<file path="src/rtl/rns_fwd_converter_pipe.sv">
// -----------------------------------------------------------------------------
// rns_fwd_converter_pipe
//
// Two-stage pipelined binary-to-residue forward converter for the moduli set
// {2^N-1, 2^N, 2^N+1}. A beat either encodes a 3N-bit binary word X into its
// three residues, or injects one of four programmable N-bit marker codes on
// all three residue channels.
//
// Stage 1 splits X into N-bit chunks {x2,x1,x0} and registers the chunk sums
// x0+x1+x2 and x0-x1+x2. Stage 2 reduces those sums modulo 2^N-1 and 2^N+1
// and registers the outputs. Full valid/ready backpressure; one beat per cycle.
//
// Ports:
//   clk         rising-edge clock
//   rst_n       asynchronous active-low reset
//   in_data     [3N-1:0] binary operand X
//   in_pass     1 = encode in_data, 0 = inject marker selected by in_sel
//   in_sel      [1:0] marker select (ignored when in_pass = 1)
//   in_valid    input beat valid
//   in_ready    converter can accept a beat (combinational from out_ready)
//   out_r1      [N-1:0] X mod (2^N-1)
//   out_r2      [N-1:0] X mod 2^N
//   out_r3      [N:0]   X mod (2^N+1)
//   out_marker  current output beat is a marker
//   out_valid   output beat valid
//   out_ready   downstream accepts the beat
// -----------------------------------------------------------------------------
module rns_fwd_converter_pipe #(
    parameter int N   = 3,
    parameter int MK0 = 5,
    parameter int MK1 = 4,
    parameter int MK2 = 3,
    parameter int MK3 = 2
) (
    input  logic           clk,
    input  logic           rst_n,
    input  logic [3*N-1:0] in_data,
    input  logic           in_pass,
    input  logic [1:0]     in_sel,
    input  logic           in_valid,
    output logic           in_ready,
    output logic [N-1:0]   out_r1,
    output logic [N-1:0]   out_r2,
    output logic [N:0]     out_r3,
    output logic           out_marker,
    output logic           out_valid,
    input  logic           out_ready
);

    localparam int M3 = (1 << N) + 1;

    // Chunks of the incoming operand, x0 being the least significant.
    logic [N-1:0] x0, x1, x2;
    assign x0 = in_data[N-1:0];
    assign x1 = in_data[2*N-1:N];
    assign x2 = in_data[3*N-1:2*N];

    // Stage 1 state.
    logic                s1_valid_q, s1_valid_d;
    logic [N+1:0]        s1_q, s1_d;      // x0+x1+x2, at most 3*(2^N-1)
    logic signed [N+1:0] d3_q, d3_d;      // x0-x1+x2, in -(2^N-1)..2^(N+1)-2
    logic [N-1:0]        x0_q, x0_d;
    logic                pass_q, pass_d;
    logic [1:0]          sel_q, sel_d;

    // Stage 2 (output) state.
    logic         out_valid_q, out_valid_d;
    logic         out_marker_q, out_marker_d;
    logic [N-1:0] out_r1_q, out_r1_d;
    logic [N-1:0] out_r2_q, out_r2_d;
    logic [N:0]   out_r3_q, out_r3_d;

    // Pipeline advance: a stage may load when it is empty or its content moves on.
    logic adv1, adv2;
    assign adv2     = !out_valid_q || out_ready;
    assign adv1     = !s1_valid_q || adv2;
    assign in_ready = adv1;

    // -------------------------------------------------------------------------
    // Stage 1: chunk sums
    // -------------------------------------------------------------------------
    always_comb begin
        // NOTE: every variable gets a hold value first, so no path through the
        // block leaves it unassigned and no latch is inferred.
        s1_valid_d = s1_valid_q;
        s1_d       = s1_q;
        d3_d       = d3_q;
        x0_d       = x0_q;
        pass_d     = pass_q;
        sel_d      = sel_q;
        if (adv1) begin
            s1_valid_d = in_valid;
            if (in_valid) begin
                s1_d   = {2'b00, x0} + {2'b00, x1} + {2'b00, x2};
                d3_d   = $signed({2'b00, x0}) - $signed({2'b00, x1})
                       + $signed({2'b00, x2});
                x0_d   = x0;
                pass_d = in_pass;
                sel_d  = in_sel;
            end
        end
    end

    // -------------------------------------------------------------------------
    // Stage 2: modular reduction
    // -------------------------------------------------------------------------
    // mod 2^N-1: 2^N == 1, so the bits above N are added back in (end-around
    // carry). Two folds suffice: after the first the value is at most 2^N+2,
    // so the second fold cannot carry out again.
    logic [N:0]   fold1;
    logic [N-1:0] fold2;
    logic [N-1:0] r1_enc;
    assign fold1  = {1'b0, s1_q[N-1:0]} + (N+1)'(s1_q[N+1:N]);
    assign fold2  = fold1[N-1:0] + N'(fold1[N]);
    // All-ones is the second representation of zero in this modulus.
    assign r1_enc = (fold2 == '1) ? '0 : fold2;

    // mod 2^N+1: d3 lies within one modulus on either side of the legal range,
    // so a single add or subtract of the modulus folds it into 0..2^N.
    int         d3_i, r3_i;
    logic [N:0] r3_enc;
    always_comb begin
        d3_i = int'(d3_q);
        if (d3_i < 0)
            r3_i = d3_i + M3;
        else if (d3_i >= M3)
            r3_i = d3_i - M3;
        else
            r3_i = d3_i;
        r3_enc = (N+1)'(r3_i);
    end

    logic [N-1:0] mk_code;
    always_comb begin
        case (sel_q)
            2'd0:    mk_code = N'(MK0);
            2'd1:    mk_code = N'(MK1);
            2'd2:    mk_code = N'(MK2);
            default: mk_code = N'(MK3);
        endcase
    end

    always_comb begin
        out_valid_d  = out_valid_q;
        out_marker_d = out_marker_q;
        out_r1_d     = out_r1_q;
        out_r2_d     = out_r2_q;
        out_r3_d     = out_r3_q;
        if (adv2) begin
            out_valid_d = s1_valid_q;
            if (s1_valid_q) begin
                if (pass_q) begin
                    out_r1_d     = r1_enc;
                    out_r2_d     = x0_q;
                    out_r3_d     = r3_enc;
                    out_marker_d = 1'b0;
                end else begin
                    out_r1_d     = mk_code;
                    out_r2_d     = mk_code;
                    out_r3_d     = {1'b0, mk_code};
                    out_marker_d = 1'b1;
                end
            end
        end
    end

    // -------------------------------------------------------------------------
    // Registers
    // -------------------------------------------------------------------------
    always_ff @(posedge clk or negedge rst_n) begin
        if (!rst_n) begin
            s1_valid_q   <= 1'b0;
            s1_q         <= '0;
            d3_q         <= '0;
            x0_q         <= '0;
            pass_q       <= 1'b0;
            sel_q        <= '0;
            out_valid_q  <= 1'b0;
            out_marker_q <= 1'b0;
            out_r1_q     <= '0;
            out_r2_q     <= '0;
            out_r3_q     <= '0;
        end else begin
            // NOTE: non-blocking assignments so every flop samples the value
            // from before this edge, independent of statement order.
            s1_valid_q   <= s1_valid_d;
            s1_q         <= s1_d;
            d3_q         <= d3_d;
            x0_q         <= x0_d;
            pass_q       <= pass_d;
            sel_q        <= sel_d;
            out_valid_q  <= out_valid_d;
            out_marker_q <= out_marker_d;
            out_r1_q     <= out_r1_d;
            out_r2_q     <= out_r2_d;
            out_r3_q     <= out_r3_d;
        end
    end

    assign out_valid  = out_valid_q;
    assign out_marker = out_marker_q;
    assign out_r1     = out_r1_q;
    assign out_r2     = out_r2_q;
    assign out_r3     = out_r3_q;

endmodule
</file>
<file path="config.mk">
export PLATFORM = sky130hd
export DESIGN_NAME = rns_fwd_converter_pipe
export DESIGN_NICKNAME = d
export VERILOG_FILES = /design/src/rtl/rns_fwd_converter_pipe.sv
export SDC_FILE = /design/constraint.sdc
export NUM_CORES = 1
export LEC_CHECK = 0
export CAP_MARGIN = 10
export CORE_MARGIN = 3
export CORE_UTILIZATION = 35
export CTS_BUF_LIST = sky130_fd_sc_hd__clkbuf_16
export CTS_CLUSTER_DIAMETER = 60
export CTS_CLUSTER_SIZE = 24
export DETAILED_ROUTE_END_ITERATION = 8
export PLACE_DENSITY = 0.57
export SLEW_MARGIN = 20
export SYNTH_ARGS = -nofsm -noshare
export SYNTH_HDL_FRONTEND = slang
export SYNTH_SLANG_ARGS = --single-unit
</file>
<file path="constraint.sdc">
create_clock -name clk -period 2.3 [get_ports clk]
set_clock_uncertainty 0.1 [all_clocks]
set_input_delay 0.23 -clock clk [delete_from_list [all_inputs] [get_ports clk]]
set_output_delay 0.23 -clock clk [all_outputs]
set_load 0.01 [all_outputs]
</file>
Word-level counts from Yosys, hierarchy flattened
Index checks and enable logic that the tools add are counted.

operators by class
  magnitude comparators = 2
  multipliers = 0
  shifts and indexed selects = 0
  equal/unequal tests = 3
  bitwise logic cells = 0
  reductions and logical operators = 7
  add/sub/neg operators = 8
  divide/modulo/power cells = 0
  mux-type cells = 8

operators by type and width
  cell                   number
  $mux W4                3
  $mux W3                3
  $pmux W3 S3            1
  $add A4 B3 Y5          1
  $add A4 B4 Y5          1
  $ge A5 B5 Y1 const B   1
  $lt A5 B1 Y1 const B   1
  $add A3 B2 Y4          1
  $add A3 B3 Y4          1
  $add A4 B4 Y4 const B  1
  $reduce_and A2 Y1      2
  $sub A3 B3 Y4          1
  $sub A4 B4 Y4 const B  1
  $add A3 B1 Y3          1
  $eq A3 B3 Y1 const B   1
  $eq A2 B1 Y1 const B   1
  $eq A2 B2 Y1 const B   1
  $logic_not A1 Y1       2
  $logic_not A2 Y1       1
  $logic_or A1 B1 Y1     2
  $mux W1                1

word-level totals
  memory bits (read-only) = 0
  word-level logic and storage cells = 39
  memories kept = 0
  register bits after elaboration = 29
  latch bits = 0
  output and inout port bits = 13
  bits in writable memories = 0

Logic depth before layout (Yosys ltp)
Gate-level depths: netlist of run 1.

  word-level depth = 5
  gate-level depth with buffers = 9

Worst setup path after synthesis of run 1
OpenSTA, ideal clock, no wires.

  path kind = register to register
  start = register, netlist name d3_q[0]
  end = register out_r1_q[0], in the netlist out_r1[0]
  cell stages (with the launch flop) = 10
  path slack = 0.219 ns
  required time = 2.075 ns
  period minus slack after synthesis = 2.081 ns
  arrival time = 1.856 ns
  buffers on the path = 0
  library setup time = 0.125 ns
  path through = dfrtp_1 -> ha_1 -> inv_1 -> fa_1 -> inv_1 -> ha_1 -> xnor3_1 -> nand2_1 -> a31oi_1 -> o21ai_1

RTL lines
  what                    line  source
  end signal: assignment  194   out_r1_q <= out_r1_d;
  end: declaration        69    logic [N-1:0] out_r1_q, out_r1_d;

Final worst setup path of run 1
  start = input in_data[1]
  end = register s1_q[3]

on the way
  cells in the longest elaborated chain, start to end = 2

ends and longest elaborated chain
  what                    line  source
  start: declaration      37    input logic [3*N-1:0] in_data,
  $add A3 B3 Y4           94    s1_d = {2'b00, x0} + {2'b00, x1} + {2'b00, x2};
  $add A4 B3 Y5           94
  end signal: assignment  173   s1_q <= '0;
  end signal: assignment  187   s1_q <= s1_d;
  end: declaration        60    logic [N+1:0] s1_q, s1_d;

No other way between the ends.
A chain may end at the register's enable or synchronous reset.

==> flow_metrics.env, run 1 <==
export IMPL_outcome="complete, no violations"
export IMPL_placement_setup_worst_slack_ps=-283
export IMPL_synth_edff_count=0
export IMPL_clkTransAtPathRegs_ps=60
export IMPL_proportion_of_register_bits_with_asynchronous_set_or_reset_after_synthesis_pct=100
export IMPL_placement_rows=25
export IMPL_worst_skew_pair_late_latency_ps=260
export IMPL_ioPinCount=29
export IMPL_final_net_count=245
export IMPL_syn_instance_count=171
export IMPL_insertedDiodeCount=0
export IMPL_number_of_clock_buffers_inserted_by_tritoncts=3
export IMPL_relSlewSlack_pct=69.0
export IMPL_vdd_ir_drop_max_uv=293
export IMPL_share_of_yosys_cell_area_claimed_by_the_top_area_cell_type_pct=40.2
export IMPL_clock_path_buffers=2
export IMPL_timing_max_cap_violations=0
export IMPL_avgRoutedWirePerCell_um=12.3
export IMPL_synthMostInstantiatedCell="dfrtp_1"
export IMPL_netlist_top_cells_count="dfrtp_1, nand2_1, inv_1, ha_1, o21ai_0"
export IMPL_worst_hold_path_type="input port to async pin"
export IMPL_global_route_total_usage_across_every_layer_pct=12.1
export IMPL_max_clock_freq_ghz=0.461
export IMPL_via_per_inst=4.72
export IMPL_number_of_standard_cells_in_the_layout_taps_in_and_fillers_out=273
export IMPL_synth_area_um2=1740
export IMPL_type_of_element_capturing_the_critical_path="flip-flop"
export IMPL_number_of_nets_in_the_synthesized_netlist=209
export IMPL_layout_worst_path_cycle_share_pct=94.2
export IMPL_core_um2=4750
export IMPL_finalWorstPathRequiredPeriod_ps=2170
export IMPL_cts_hold_buf=0
export IMPL_leading_cell_types_by_total_area_after_synthesis="dfrtp_1, ha_1, fa_1, nand2_1, inv_1"
export IMPL_synth_ff_type="dfrtp_1"
export IMPL_worst_slew_pin_slew_ps=463
export IMPL_powerDensity_nw_per_um2=823
export IMPL_cts_sink_count=28
export IMPL_areaGrowthSynthToFinish_pct=28.7
export IMPL_synth_top_area_cell="dfrtp_1"
export IMPL_dp_hpwl_um=2650
export IMPL_reg2reg_setup_slack_ps=200
export IMPL_dr_pass1_iters=4
export IMPL_starting_density_pct=36.7
export IMPL_die_area_um2=5870
export IMPL_drc_errors=0
export IMPL_dr_first_iter_drc_count=29
export IMPL_synth_seq_area_share_pct=40.2
export IMPL_grt_antenna_before_repair=0
export IMPL_unrepaired_setup_endpoints_after_global_routing="no"
export IMPL_endpoint_arrival_time_on_the_critical_path_ps=2200
export IMPL_clock_root_buffer="clkbuf_16"
export IMPL_total_power_w=0.00185
export IMPL_final_layout_size_suffix_gt1_share_pct=10.7
export IMPL_number_of_synthesized_register_bits=28
export IMPL_via_count_of_the_first_global_routing_pass=1338
export IMPL_floorplan_die_height_um=76.6
export IMPL_cts_tree="built"
export IMPL_floorplan_die_width_um=76.6
export IMPL_crit_fanout=3
export IMPL_worstPathRequired_ps=2330
export IMPL_final_hold_viols=0
export IMPL_routed_via_count=1288
export IMPL_placedCellCount=268
export IMPL_final_antenna_net_count=0
export IMPL_finalWorstSetupSlack_ps=132
export IMPL_unique_cell_type_count_in_the_yosys_netlist=35
export IMPL_startpoint_type="input port"
export IMPL_setup_total_negative_slack_ps=0
export IMPL_maximum_number_of_pins_on_one_net_before_global_route_repair=29
export IMPL_syn_mean_instance_area_um2=10.2
export IMPL_globalplace_congestion=0.836
export IMPL_wl_final_um=3370
export IMPL_leakage_nw=1.04
export IMPL_grt_pass1_wl_um=5920
export IMPL_port_buffers=28
export IMPL_final_max_slew_viol_count=0
export IMPL_cts_htree_levels=1
export IMPL_report_final_setup_viol=0
export IMPL_synth_warning_count=0
export IMPL_fill_cells=448
export IMPL_grt_remaining_overflow=0
export IMPL_worst_setup_path_type="input port to flip-flop"
## per-stage QoR
| stage | cell area (um^2) | hold WS [ps] | utilization (%) |
|---|---|---|---|
| CTS | 2210 | 266 | 46.4 |
| floorplan | 1740 | -166 | - |
| detailed placement | 2130 | 371 | 44.8 |
| global route | 2240 | 308 | 47.2 |
| global placement | 2130 | 365 | 44.8 |
| finish | 2240 | 254 | 47.2 |
## report_power, final
| part | leakage (nW) | internal [W] | switching, W |
|---|---|---|---|
| Combinational | 0.661 | 0.000384 | 0.000341 |
| Sequential | 0.340 | 0.000617 | 0.000115 |
| Clock | 0.0385 | 0.000233 | 0.000156 |
| Total | 1.04 | 0.00123 | 0.000612 |
## layout by cell type (no fill, tap or decap), drive strengths merged, types with 7 or more instances in the layout
cell            n
fa              7
inv            20
a21oi          10
buf             8
dfrtp          28
mux2            7
ha             15
o21ai          19
clkdlybuf4s50  26
nand2          23
## sequential cells by signal, indices dropped and copies added (netlist names)
register and flops:
d3_q 5, out_r3 4, s1_q 4, out_r1 3, out_r2 3, x0_q 3, sel_q 2, out_marker 1
out_valid 1, pass_q 1, s1_valid_q 1
## kinds of logic after synthesis
group                      count (synthesis)  synth area share, %
AOI/OAI and AO/OA                         42                 14.3
and+or+nand+nor                           39                 11.1
DFF                                       28                 40.2
buffers and inverters                     25                 6.10
adders and majority gates                 22                 18.8
muxes                                      9                 5.67
xor gates and xnor gates                   6                 3.80
## path summary, 6_finish.rpt
path	start	endpoint	depth (start not counted)
worst min register to register	out_r1[2]	out_r1[2]	2
worst max register to register	s1_q[1]	out_r1[1]	9
min in group clk	in_data[0]	x0_q[0]	4
worst max-delay path	in_data[1]	s1_q[3]	7
max in group asynchronous	rst_n	d3_q[2]	2
worst min-delay path	rst_n	out_valid	2
## layout make-up
cell class | count | area (um^2) | share of cell area, %
Clock buffer | 3 | 75.1 | 3.34
Clock inverter | 1 | 3.75 | 0.167
Inverter | 20 | 75.1 | 3.34
Multi-Input combinational cell | 118 | 961 | 42.8
Sequential cell | 28 | 701 | 31.2
Tap cell | 67 | 83.8 | 3.73
Timing Repair Buffer | 36 | 345 | 15.4
## per-layer routing
layer,vias up,part of all wire (%),GRT usage [%]
li1,652,-,-
met1,605,47,15.0
met2,29,48,21.4
met3,2,3.7,2.48
met4,0,0.39,3.26
met5,-,0,0
## worst max-delay path: stages
cell and delay, ps:
clkdlybuf4s50_1 530, fa_1 580, ha_1 170, inv_1 60, fa_1 380, xor2_1 180, o21ai_1 70
## repair_timing
action | 4_1_cts | 5_1_grt
resized for setup | 0 | 10
setup endpoints to repair | 1 | 3
pin swaps | 0 | 8
buffers inserted | 0 | 1
Note: power is estimated with default switching activity, not from simulation.
==> inputs of run 2 (changes only) <==
- CORE_UTILIZATION: 35 -> 50
- PLACE_DENSITY: 0.57 -> 0.77
==> flow_metrics.env, run 2 (synthesis results as in run 1) <==
export IMPL_type_of_element_capturing_the_critical_path="flip-flop"
export IMPL_drc_errors=0
export IMPL_critical_path_top_cell_by_count="fa_2"
export IMPL_areaGrowthSynthToFinish_pct=29.6
export IMPL_dp_hpwl_um=2710
export IMPL_timing_max_cap_violations=0
export IMPL_finalWorstPathRequiredPeriod_ps=2210
export IMPL_placement_setup_worst_slack_ps=-257
export IMPL_regToRegStartpoint="d3_q[0]"
export IMPL_finalWorstSetupSlack_ps=93.1
export IMPL_grt_pass1_wl_um=6080
export IMPL_dpl_cell_area_um2=2120
export IMPL_relSlewSlack_pct=70.7
export IMPL_clock_path_buffers=2
export IMPL_worst_path_slowest_cell="fa_2"
export IMPL_ioPinCount=29
export IMPL_max_clock_freq_ghz=0.453
export IMPL_vdd_ir_drop_max_uv=484
export IMPL_endpoint_arrival_time_on_the_critical_path_ps=2310
export IMPL_worstPathRequired_ps=2400
export IMPL_insertedDiodeCount=0
export IMPL_final_antenna_net_count=0
export IMPL_floorplan_die_width_um=65.1
export IMPL_outcome="complete, no violations"
export IMPL_worst_slew_pin_slew_ps=438
export IMPL_worst_setup_path_type="input port to flip-flop"
export IMPL_cts_sink_count=28
export IMPL_global_route_total_usage_across_every_layer_pct=18.3
export IMPL_wl_final_um=3530
export IMPL_powerDensity_nw_per_um2=882
export IMPL_crit_buf_inv=3
export IMPL_regMostFlops="d3_q"
export IMPL_floorplan_die_height_um=65.1
export IMPL_clkTransAtPathRegs_ps=70
export IMPL_multi_input_area_um2=973
export IMPL_clock_root_buffer="clkbuf_16"
export IMPL_startpoint_type="input port"
export IMPL_placement_rows=20
export IMPL_worst_skew_pair_late_latency_ps=260
export IMPL_worst_hold_path_type="input port to async pin"
export IMPL_report_final_setup_viol=0
export IMPL_unrepaired_setup_endpoints_after_global_routing="no"
export IMPL_number_of_clock_buffers_inserted_by_tritoncts=3
export IMPL_maximum_number_of_pins_on_one_net_before_global_route_repair=29
export IMPL_layout_cells_most_common="dfrtp_1"
export IMPL_setup_worst_path_start="in_data[0]"
export IMPL_via_count_of_the_first_global_routing_pass=1388
export IMPL_starting_density_pct=54.9
export IMPL_leakage_nw=1.05
export IMPL_dr_first_iter_drc_count=56
export IMPL_avgRoutedWirePerCell_um=14.1
export IMPL_most_frequent_cells_in_the_layout="dfrtp_1, clkdlybuf4s50_1, nand2_1"
export IMPL_crit_family="adder cells"
export IMPL_port_buffers=28
export IMPL_final_max_slew_viol_count=0
export IMPL_largest_register_ff_count=5
export IMPL_die_area_um2=4230
export IMPL_combined_flip_flop_and_latch_cell_area_um2=701
export IMPL_crit_fanout=2
export IMPL_cts_tree="built"
export IMPL_cts_hold_buf=0
export IMPL_final_layout_size_suffix_gt1_share_pct=12.1
export IMPL_globalplace_congestion=0.758
export IMPL_cts_htree_levels=1
export IMPL_dr_pass1_iters=4
export IMPL_crit_chain="clkdlybuf4s50_1 -> inv_1 -> ha_2 -> inv_2 -> fa_2 -> fa_2 -> a2111oi_4 -> a21o_1"
export IMPL_grt_remaining_overflow=0
export IMPL_layout_worst_path_cycle_share_pct=96.0
export IMPL_final_hold_viols=0
export IMPL_routed_via_count=1342
export IMPL_final_net_count=246
export IMPL_post_route_cell_area_um2=2260
export IMPL_core_um2=3180
export IMPL_fill_cells=232
export IMPL_critPathMaxStageDelay_ps=480
export IMPL_via_per_inst=5.35
export IMPL_grt_antenna_before_repair=0
==> run 2: per-stage QoR <==
stage          setup TNS [ps]  instances  total power [W]  utilization (%)  hold slack, ps
2_1_floorplan               0        171          0.00116                -            -166
3_3_place_gp             -714        247          0.00142             66.6             363
3_5_place_dp            -1010        247          0.00148             66.6             373
4_1_cts                     0        251          0.00199             69.9             257
5_1_grt                     0        251          0.00214             71.1             281
6_report                    0        251          0.00199             71.1             243
==> run 2: final timing paths <==
path / endpoint / slack, ps / cells past startpoint
setup / recovery: d3_q[4] / 90 / 8
hold / removal: out_r1[2] / 240 / 2
setup reg to reg: out_r1[0] / 200 / 9
hold reg to reg: out_marker / 380 / 2
max in group asynchronous: d3_q[4] / 1600 / 2
min in group clk: d3_q[0] / 360 / 4
==> run 2: layout make-up <==
cell class | count | share of cell area [%]
multi-input cells | 118 | 43.1
flip-flops and latches | 28 | 31.0
repair buffers | 37 | 15.5
clock buffers | 3 | 3.32
inverters | 20 | 3.32
well taps | 44 | 2.44
clock inverters | 1 | 1.33
==> run 2: per-layer routing <==
layer / GRT usage, % / up-vias / routed length, um
met1: 22.2 / 643 / 1520
met2: 32.4 / 36 / 1770
met4: 7.25 / 0 / 65
li1: - / 657 / -
met3: 2.60 / 6 / 182
met5: 0 / - / 0
==> run 2: report_power, final <==
| part | switching (W) | internal (W) | total [W] |
|---|---|---|---|
| combinational | 0.000355 | 0.000393 | 0.000748 |
| sequential | 0.000120 | 0.000617 | 0.000737 |
| clock | 0.000162 | 0.000346 | 0.000509 |
| total | 0.000637 | 0.00136 | 0.00199 |
==> run 2: timing repair <==
item | in CTS | in global routing
resized for setup | 0 | 9
setup buffers | 0 | 0
endpoints found under the setup margin | 0 | 3
==> inputs of run 3 (changes only) <==
- CORE_UTILIZATION: 50 -> 53
- PLACE_DENSITY: 0.77 -> 0.81
==> flow_metrics.env, run 3 (synthesis results as in run 1) <==
export IMPL_avgRoutedWirePerCell_um=14.0
export IMPL_cts_post_setup_buffers_inserted=0
export IMPL_final_hold_viols=0
export IMPL_crit_chain="clkdlybuf4s50_1 -> fa_1 -> ha_1 -> inv_1 -> fa_1 -> xor2_1 -> o21ai_0"
export IMPL_cts_tree="built"
export IMPL_floorplan_die_height_um=63.4
export IMPL_clock_root_buffer="clkbuf_16"
export IMPL_areaGrowthSynthToFinish_pct=27.0
export IMPL_drc_errors=0
export IMPL_worst_skew_pair_late_latency_ps=260
export IMPL_final_max_slew_viol_count=0
export IMPL_fill_cells=259
export IMPL_setup_total_negative_slack_ps=0
export IMPL_hold_ws_ps=249
export IMPL_report_final_setup_viol=0
export IMPL_global_route_total_usage_across_every_layer_pct=19.7
export IMPL_final_net_count=246
export IMPL_most_frequent_cells_in_the_layout="dfrtp_1, clkdlybuf4s50_1, nand2_1"
export IMPL_timing_max_cap_violations=0
export IMPL_largest_register_ff_count=5
export IMPL_clkTransAtPathRegs_ps=70
export IMPL_layout_worst_path_cycle_share_pct=94.8
export IMPL_type_of_element_capturing_the_critical_path="flip-flop"
export IMPL_clock_path_buffers=2
export IMPL_maximum_number_of_pins_on_one_net_before_global_route_repair=29
export IMPL_dp_hpwl_um=2760
export IMPL_worst_setup_path_type="input port to flip-flop"
export IMPL_final_layout_size_suffix_gt1_share_pct=11.2
export IMPL_vdd_ir_drop_max_uv=350
export IMPL_dr_first_iter_drc_count=57
export IMPL_grt_pass1_wl_um=6310
export IMPL_max_clock_freq_ghz=0.459
export IMPL_insertedDiodeCount=0
export IMPL_final_antenna_net_count=0
export IMPL_crit_fanout=3
export IMPL_globalplace_congestion=0.731
export IMPL_grt_remaining_overflow=0
export IMPL_finalWorstPathRequiredPeriod_ps=2180
export IMPL_regToRegEndpoint="out_r1[1]"
export IMPL_port_buffers=28
export IMPL_core_um2=3100
export IMPL_endpoint_arrival_time_on_the_critical_path_ps=2260
export IMPL_critical_path_top_cell_by_count="fa_1"
export IMPL_number_of_clock_buffers_inserted_by_tritoncts=3
export IMPL_routed_via_count=1349
export IMPL_unrepaired_setup_endpoints_after_global_routing="no"
export IMPL_worst_slew_pin_slew_ps=422
export IMPL_rr_worst_depth=9
export IMPL_cts_htree_levels=1
export IMPL_via_per_inst=5.40
export IMPL_critPathMaxStageDelay_ps=590
export IMPL_layout_cells_most_common="dfrtp_1"
export IMPL_via_count_of_the_first_global_routing_pass=1441
export IMPL_final_core_util_pct=71.4
export IMPL_worst_path_slowest_cell="fa_1"
export IMPL_placement_rows=20
export IMPL_worstPathRequired_ps=2380
export IMPL_ioPinCount=29
export IMPL_worst_hold_path_type="input port to async pin"
export IMPL_grt_antenna_before_repair=0
export IMPL_cts_sink_count=28
export IMPL_wl_final_um=3500
export IMPL_powerDensity_nw_per_um2=838
export IMPL_dr_pass1_iters=4
export IMPL_reg2reg_setup_slack_ps=190
export IMPL_starting_density_pct=56.2
export IMPL_leakage_nw=1.04
export IMPL_outcome="complete, no violations"
export IMPL_startpoint_type="input port"
export IMPL_regToRegStartpoint="s1_q[3]"
export IMPL_regMostFlops="d3_q"
export IMPL_die_area_um2=4020
export IMPL_relSlewSlack_pct=71.8
export IMPL_floorplan_die_width_um=63.4
-- run 3: cell count changes in the layout (fill, tap and decap cells not counted), sizes merged --
cell           delta
dlymetal6s2s      +1
bufinv            -1
clkdlybuf4s50     -1
-- run 3: worst max-delay path by stage --
stage	startpoint	end	slack, ps	cells past startpoint
finish	in_data[1]	s1_q[3]	120	7
global route	s1_q[3]	out_r1[0]	40	9
CTS	in_data[0]	d3_q[3]	10	10
detailed placement	in_data[0]	d3_q[4]	-290	8
global placement	in_data[0]	d3_q[4]	-210	8
floorplan	d3_q[0]	out_r1[0]	220	9
-- run 3: worst max-delay path: cells and delay by family --
kind                     cells  cell delay, ps
adder cells (fa/ha/maj)      3            1140
buffers and inverters        2             570
XOR/XNOR                     1             170
AO/OA/AOI/OAI                1             150
-- run 3: stage by stage --
stage | cells | instance area (um^2) | total power, W | worst slack [ps]
finish | 250 | 2210 | 0.00186 | 120
global route | 250 | 2210 | 0.00199 | 36.4
CTS | 250 | 2190 | 0.00186 | 13.4
detailed placement | 247 | 2120 | 0.00147 | -290
global placement | 247 | 2120 | 0.00142 | -209
floorplan | 171 | 1740 | 0.00116 | 219
-- run 3: area by class of cell --
| type | instances | area [um^2] | share of cell area, % |
|---|---|---|---|
| multi-input combinational | 118 | 956 | 43.2 |
| sequential | 28 | 701 | 31.6 |
| timing repair buffer | 37 | 353 | 15.9 |
| clock buffer | 3 | 75.1 | 3.39 |
| inverter | 20 | 75.1 | 3.39 |
| tap | 44 | 55.1 | 2.49 |
-- run 3: power breakdown --
part	total, W	switching, W	leakage [nW]	internal (W)
sequential	0.000732	0.000115	0.340	0.000618
clock	0.000387	0.000156	0.0370	0.000231
combinational	0.000737	0.000349	0.666	0.000388
-- run 3: timing repair --
action,CTS,global route
endpoints found under the setup margin,1,2
pin swaps,0,6
hold buffers,0,0
gates resized for setup,1,8
gates cloned,0,0
-- run 3: routing by layer --
layer | part of all wire (%) | vias to the layer above | routed length [um] | GRT usage, %
met4 | 2.1 | 0 | 73 | 8.63
met2 | 52 | 36 | 1820 | 36.6
met1 | 42 | 650 | 1470 | 21.5
li1 | - | 655 | - | -
met3 | 3.9 | 8 | 137 | 3.39
met5 | 0 | - | 0 | 0
==> RTL edit 1: new RTL, settings of run 3 <==
`s1_q` and `d3_q` no longer have a reset.
--- a/src/rtl/rns_fwd_converter_pipe.sv
+++ b/src/rtl/rns_fwd_converter_pipe.sv
@@ -170,8 +170,6 @@
     always_ff @(posedge clk or negedge rst_n) begin
         if (!rst_n) begin
             s1_valid_q   <= 1'b0;
-            s1_q         <= '0;
-            d3_q         <= '0;
             x0_q         <= '0;
             pass_q       <= 1'b0;
             sel_q        <= '0;
@@ -184,8 +182,6 @@
             // NOTE: non-blocking assignments so every flop samples the value
             // from before this edge, independent of statement order.
             s1_valid_q   <= s1_valid_d;
-            s1_q         <= s1_d;
-            d3_q         <= d3_d;
             x0_q         <= x0_d;
             pass_q       <= pass_d;
             sel_q        <= sel_d;
@@ -197,6 +193,11 @@
         end
     end
 
+    always_ff @(posedge clk) begin
+        s1_q <= s1_d;
+        d3_q <= d3_d;
+    end
+
     assign out_valid  = out_valid_q;
     assign out_marker = out_marker_q;
     assign out_r1     = out_r1_q;
Function: same outputs for any inputs over 10 cycles, from zero or initial values and one cycle with rst_n low; that may be too few to reach the edited logic, so the function may still have changed.
==> RTL edit 1 against run 3 <==
Wire length decreased by 6.8%. Final cell count decreased by 6.0%. Non-clock buffer count decreased by 1. Critical path depth increased by 2. Worst setup slack got worse by 0.037 ns. Cell area decreased by 1.8%. Power decreased by 12%. Combinational power decreased by 25%. Sequential cell count unchanged. Area after synthesis decreased by 2.9%. Critical path type unchanged.
==> RTL edit 1: results (changes against run 3) <==
hpwl dp: 2680 um (-2.7%)
Post-synth EDFFs: 9 (+9)
initial DRC count: 54 (-5.3%)
Non-clock buffers, area share: 15.7% (-0.28 points)
Post-Route WL: 3260 um (-6.8%)
final worst path period share: 96.4% (+1.6 points)
Reg2Reg Depth: 6 (-3)
pwr/cell area: 748 nW/um^2 (-11%)
DR WL met3: 126 um (-8.0%)
Seq/Total Area, Yosys: 44.1% (+3.9 points)
Largest Register: s1_q
end point of the critical path: d3_q[3]
number of library cell types mapped by synthesis: 33 (-5.7%)
Combinational Power Share: 33.8% (-5.9 points)
CP peak stage delay: 0.47 ns (-0.12 ns)
multi-input logic area: 878 um^2 (-8.1%)
proportion of cell area occupied by registers: 34.3% (+2.7 points)
Reg-to-Reg Start: s1_q[0]
Buffers, non-clock: 36 (-2.7%)
first-pass GRT wire length: 5710 um (-9.5%)
met1 wire length: 1290 um (-12%)
Top Consumer: sequential cells
relative slew slack: 68.4% (-3.4 points)
status: completed
Async SR Flop Fraction: 67.9% (-32 points)
slowest stage cell, crit path: clkdlybuf4s50_1
die area: 3910 um^2 (-2.7%)
via count: 1,244 (-7.8%)
Clock buf/inv share: 3.62% (+0.24 points)
met2 routed WL: 1830 um (+0.27%)
non-clock inverter count: 21 (+5.0%)
reg2reg setup slack: 0.11 ns (-0.08 ns)
worst slack at placement: -0.304 ns (-0.0138 ns)
GP Congestion: 0.754 (+3.1%)
#MultiIn Comb: 104 (-12%)
Max VDD drop: 0.364 mV (+3.9%)
Post-synth top cells: inv_1 (21), dfrtp_1 (19), ha_1 (15), a21oi_1 (12), nand2_1 (11)
P_clk: 0.386 mW (about the same)
Synth area leaders: dfrtp_1 (28%), edfxtp_1 (16%), ha_1 (11%)
All-Layer GR Usage: 18.4% (-1.3 points)
cell internal pwr: 1.15 mW (-7.2%)
vias in the first global route: 1,287 (-11%)
Pleak: 0.980 nW (-6.0%)
Reg-to-Reg End: out_r3[2]
crit path from: in_data[0]
==> RTL edit 1: cell count changes in the layout (fill, tap and decap cells not counted), sizes merged, moves of 3 or more <==
cell,before,now
nand2,23,11
o21ai,19,9
dfrtp,28,19
edfxtp,0,9
nor2,3,9
mux2,7,4
nor2b,2,5
==> RTL edit 1: kinds of logic after synthesis <==
kind of cell / Yosys count / share of synthesized area, %
buf+inv: 24 / 5.32
compound gates: 35 / 13.3
mux: 5 / 3.25
xor+xnor: 6 / 3.92
flops: 28 / 44.1
simple gates: 36 / 10.8
fa+ha+maj: 22 / 19.4
==> RTL edit 1: layer usage <==
| metal | track usage, % | vias up |
|---|---|---|
| li1 | - | 611 |
| met1 | 19.7 | 599 |
| met3 | 3.24 | 2 |
| met4 | 5.23 | 0 |
| met2 | 36.2 | 32 |
| met5 | 0 | - |
==> RTL edit 2: new RTL, settings of run 3 <==
Made on the original files. Change the parameter `N` from 3 to 2. Comments in the files are not updated.
--- a/src/rtl/rns_fwd_converter_pipe.sv
+++ b/src/rtl/rns_fwd_converter_pipe.sv
@@ -26,7 +26,7 @@
 //   out_ready   downstream accepts the beat
 // -----------------------------------------------------------------------------
 module rns_fwd_converter_pipe #(
-    parameter int N   = 3,
+    parameter int N   = 2,
     parameter int MK0 = 5,
     parameter int MK1 = 4,
     parameter int MK2 = 3,
Interface: changed (resized in_data, out_r1, out_r2 and out_r3); port bits go from 29 to 23. The function was not compared with the original's and may differ.
==> RTL edit 2 against run 3 <==
Sequential cell count down 6. Clock power down 5.2%. Area after synthesis down 28%. Final cell count down 30%. Cell area down 28%. Maximum frequency up 5.2%. Worst setup slack better by 0.11 ns. Wire length down 33%. Power down 26%. Critical path type unchanged. Largest cell class unchanged.
==> RTL edit 2: results (changes against run 3) <==
status: completed
Cell Area, Placed: 1510 um^2 (-28%)
Gates resized, CTS repair: 0 (-1)
reg2reg setup slack: 0.39 ns (+0.20 ns)
hpwl dp: 1790 um (-35%)
met2 routed WL: 1220 um (-33%)
pin count of the biggest net entering global routing: 23 (-21%)
Vias/cell: 5.26 (-2.5%)
Placed Cells: 171 (-31%)
Buffers, non-clock: 25 (-32%)
DR WL met3: 131 um (-4.4%)
antenna violations before repair: 0 (unchanged)
GR Layer Usage met1: 21.2% (-0.28 points)
proportion of cell area occupied by registers: 34.6% (+2.9 points)
Synth Net Count: 150 (-28%)
Seq/Total Area, Yosys: 44.0% (+3.8 points)
Reg2Reg Depth: 8 (-1)
All-Layer GR Usage: 19.1% (-0.56 points)
Post-synth top cells: dfrtp_1 (22), inv_1 (18), nand2_1 (17), o21ai_0 (13), ha_1 (10)
max reg flops: 4 (-1)
multi-input gate share of total cell area: 38.9% (-4.3 points)
vias in the first global route: 935 (-35%)
Pleak: 0.758 nW (-27%)
DRT Pass-1 Iters: 4 (unchanged)
layout cells sized above 1: 10.8% (-0.35 points)
CP peak stage delay: 0.48 ns (-0.11 ns)
non-clock inverter count: 18 (-10%)
Port Buf Inserts: 22 (-21%)
GP Congestion: 0.726 (-0.71%)
first-pass GRT wire length: 4000 um (-37%)
Reg-to-Reg Start: d3_q[0]
num sequential: 22 (-21%)
met2 Resource Use GR: 35.2% (-1.4 points)
Clock buf/inv share: 4.95% (+1.6 points)
GR met3 Demand/Resource: 3.27% (-0.12 points)
Critical Path Fanout Max: 2 (-1)
Post-Syn Instances: 122 (-29%)
worst slack at placement: -0.0281 ns (+0.262 ns)
final-layout fill cell count: 132 (-49%)
Synth area leaders: dfrtp_1 (44%), ha_1 (10%), fa_1 (8.0%)
met1 wire length: 945 um (-36%)
==> RTL edit 2: cell types whose count changed after synthesis, moves of 2 or more <==
cell / before / now
inv_1: 20 / 18
a21o_1: 3 / 0
o21ai_1: 5 / 0
mux2_1: 5 / 0
nand2_1: 21 / 17
a31oi_1: 3 / 1
a21oi_1: 10 / 5
fa_1: 7 / 5
o311ai_0: 2 / 0
ha_1: 15 / 10
dfrtp_1: 28 / 22
mux2_2: 2 / 6
==> RTL edit 2: how the worst max path moves through the flow <==
stage	from	to	slack (ns)	cells after the start
detailed placement	in_data[0]	d3_q[2]	-0.03	7
global placement	in_data[0]	d3_q[2]	0.04	7
global route	in_data[0]	d3_q[2]	0.10	7
floorplan	in_data[0]	d3_q[2]	0.49	6
finish	in_data[0]	d3_q[2]	0.23	7
CTS	in_data[0]	d3_q[2]	0.21	7
==> RTL edit 2: cell families after synthesis <==
| group | synth area share, % |
|---|---|
| mux | 6.19 |
| buf+inv | 6.59 |
| simple gates | 13.0 |
| flops | 44.0 |
| fa+ha+maj | 18.0 |
| xor+xnor | 2.80 |
| compound gates | 9.49 |
==> RTL edit 2: stage by stage <==
stage	utilization [%]	total power, mW	hold WS (ns)
after global routing	75.8	1.45	0.257
after detailed placement	72.0	1.01	0.370
final	75.8	1.37	0.234
after CTS	75.8	1.38	0.241
after floorplan	-	0.810	-0.166
after global placement	72.0	0.971	0.362
==> RTL edit 2: worst max-delay path: cells and delay by family <==
family,cells,cell delay (ns)
adder cells (fa/ha/maj),3,1.11
AO/OA/AOI/OAI,1,0.15
XOR/XNOR,1,0.15
buffers and inverters,2,0.50
==> RTL edit 2: report_power, final <==
part	switching [mW]	leakage [nW]	internal [mW]	total (mW)
registers	0.0687	0.268	0.473	0.542
logic	0.215	0.452	0.244	0.458
clock network	0.135	0.0385	0.232	0.367
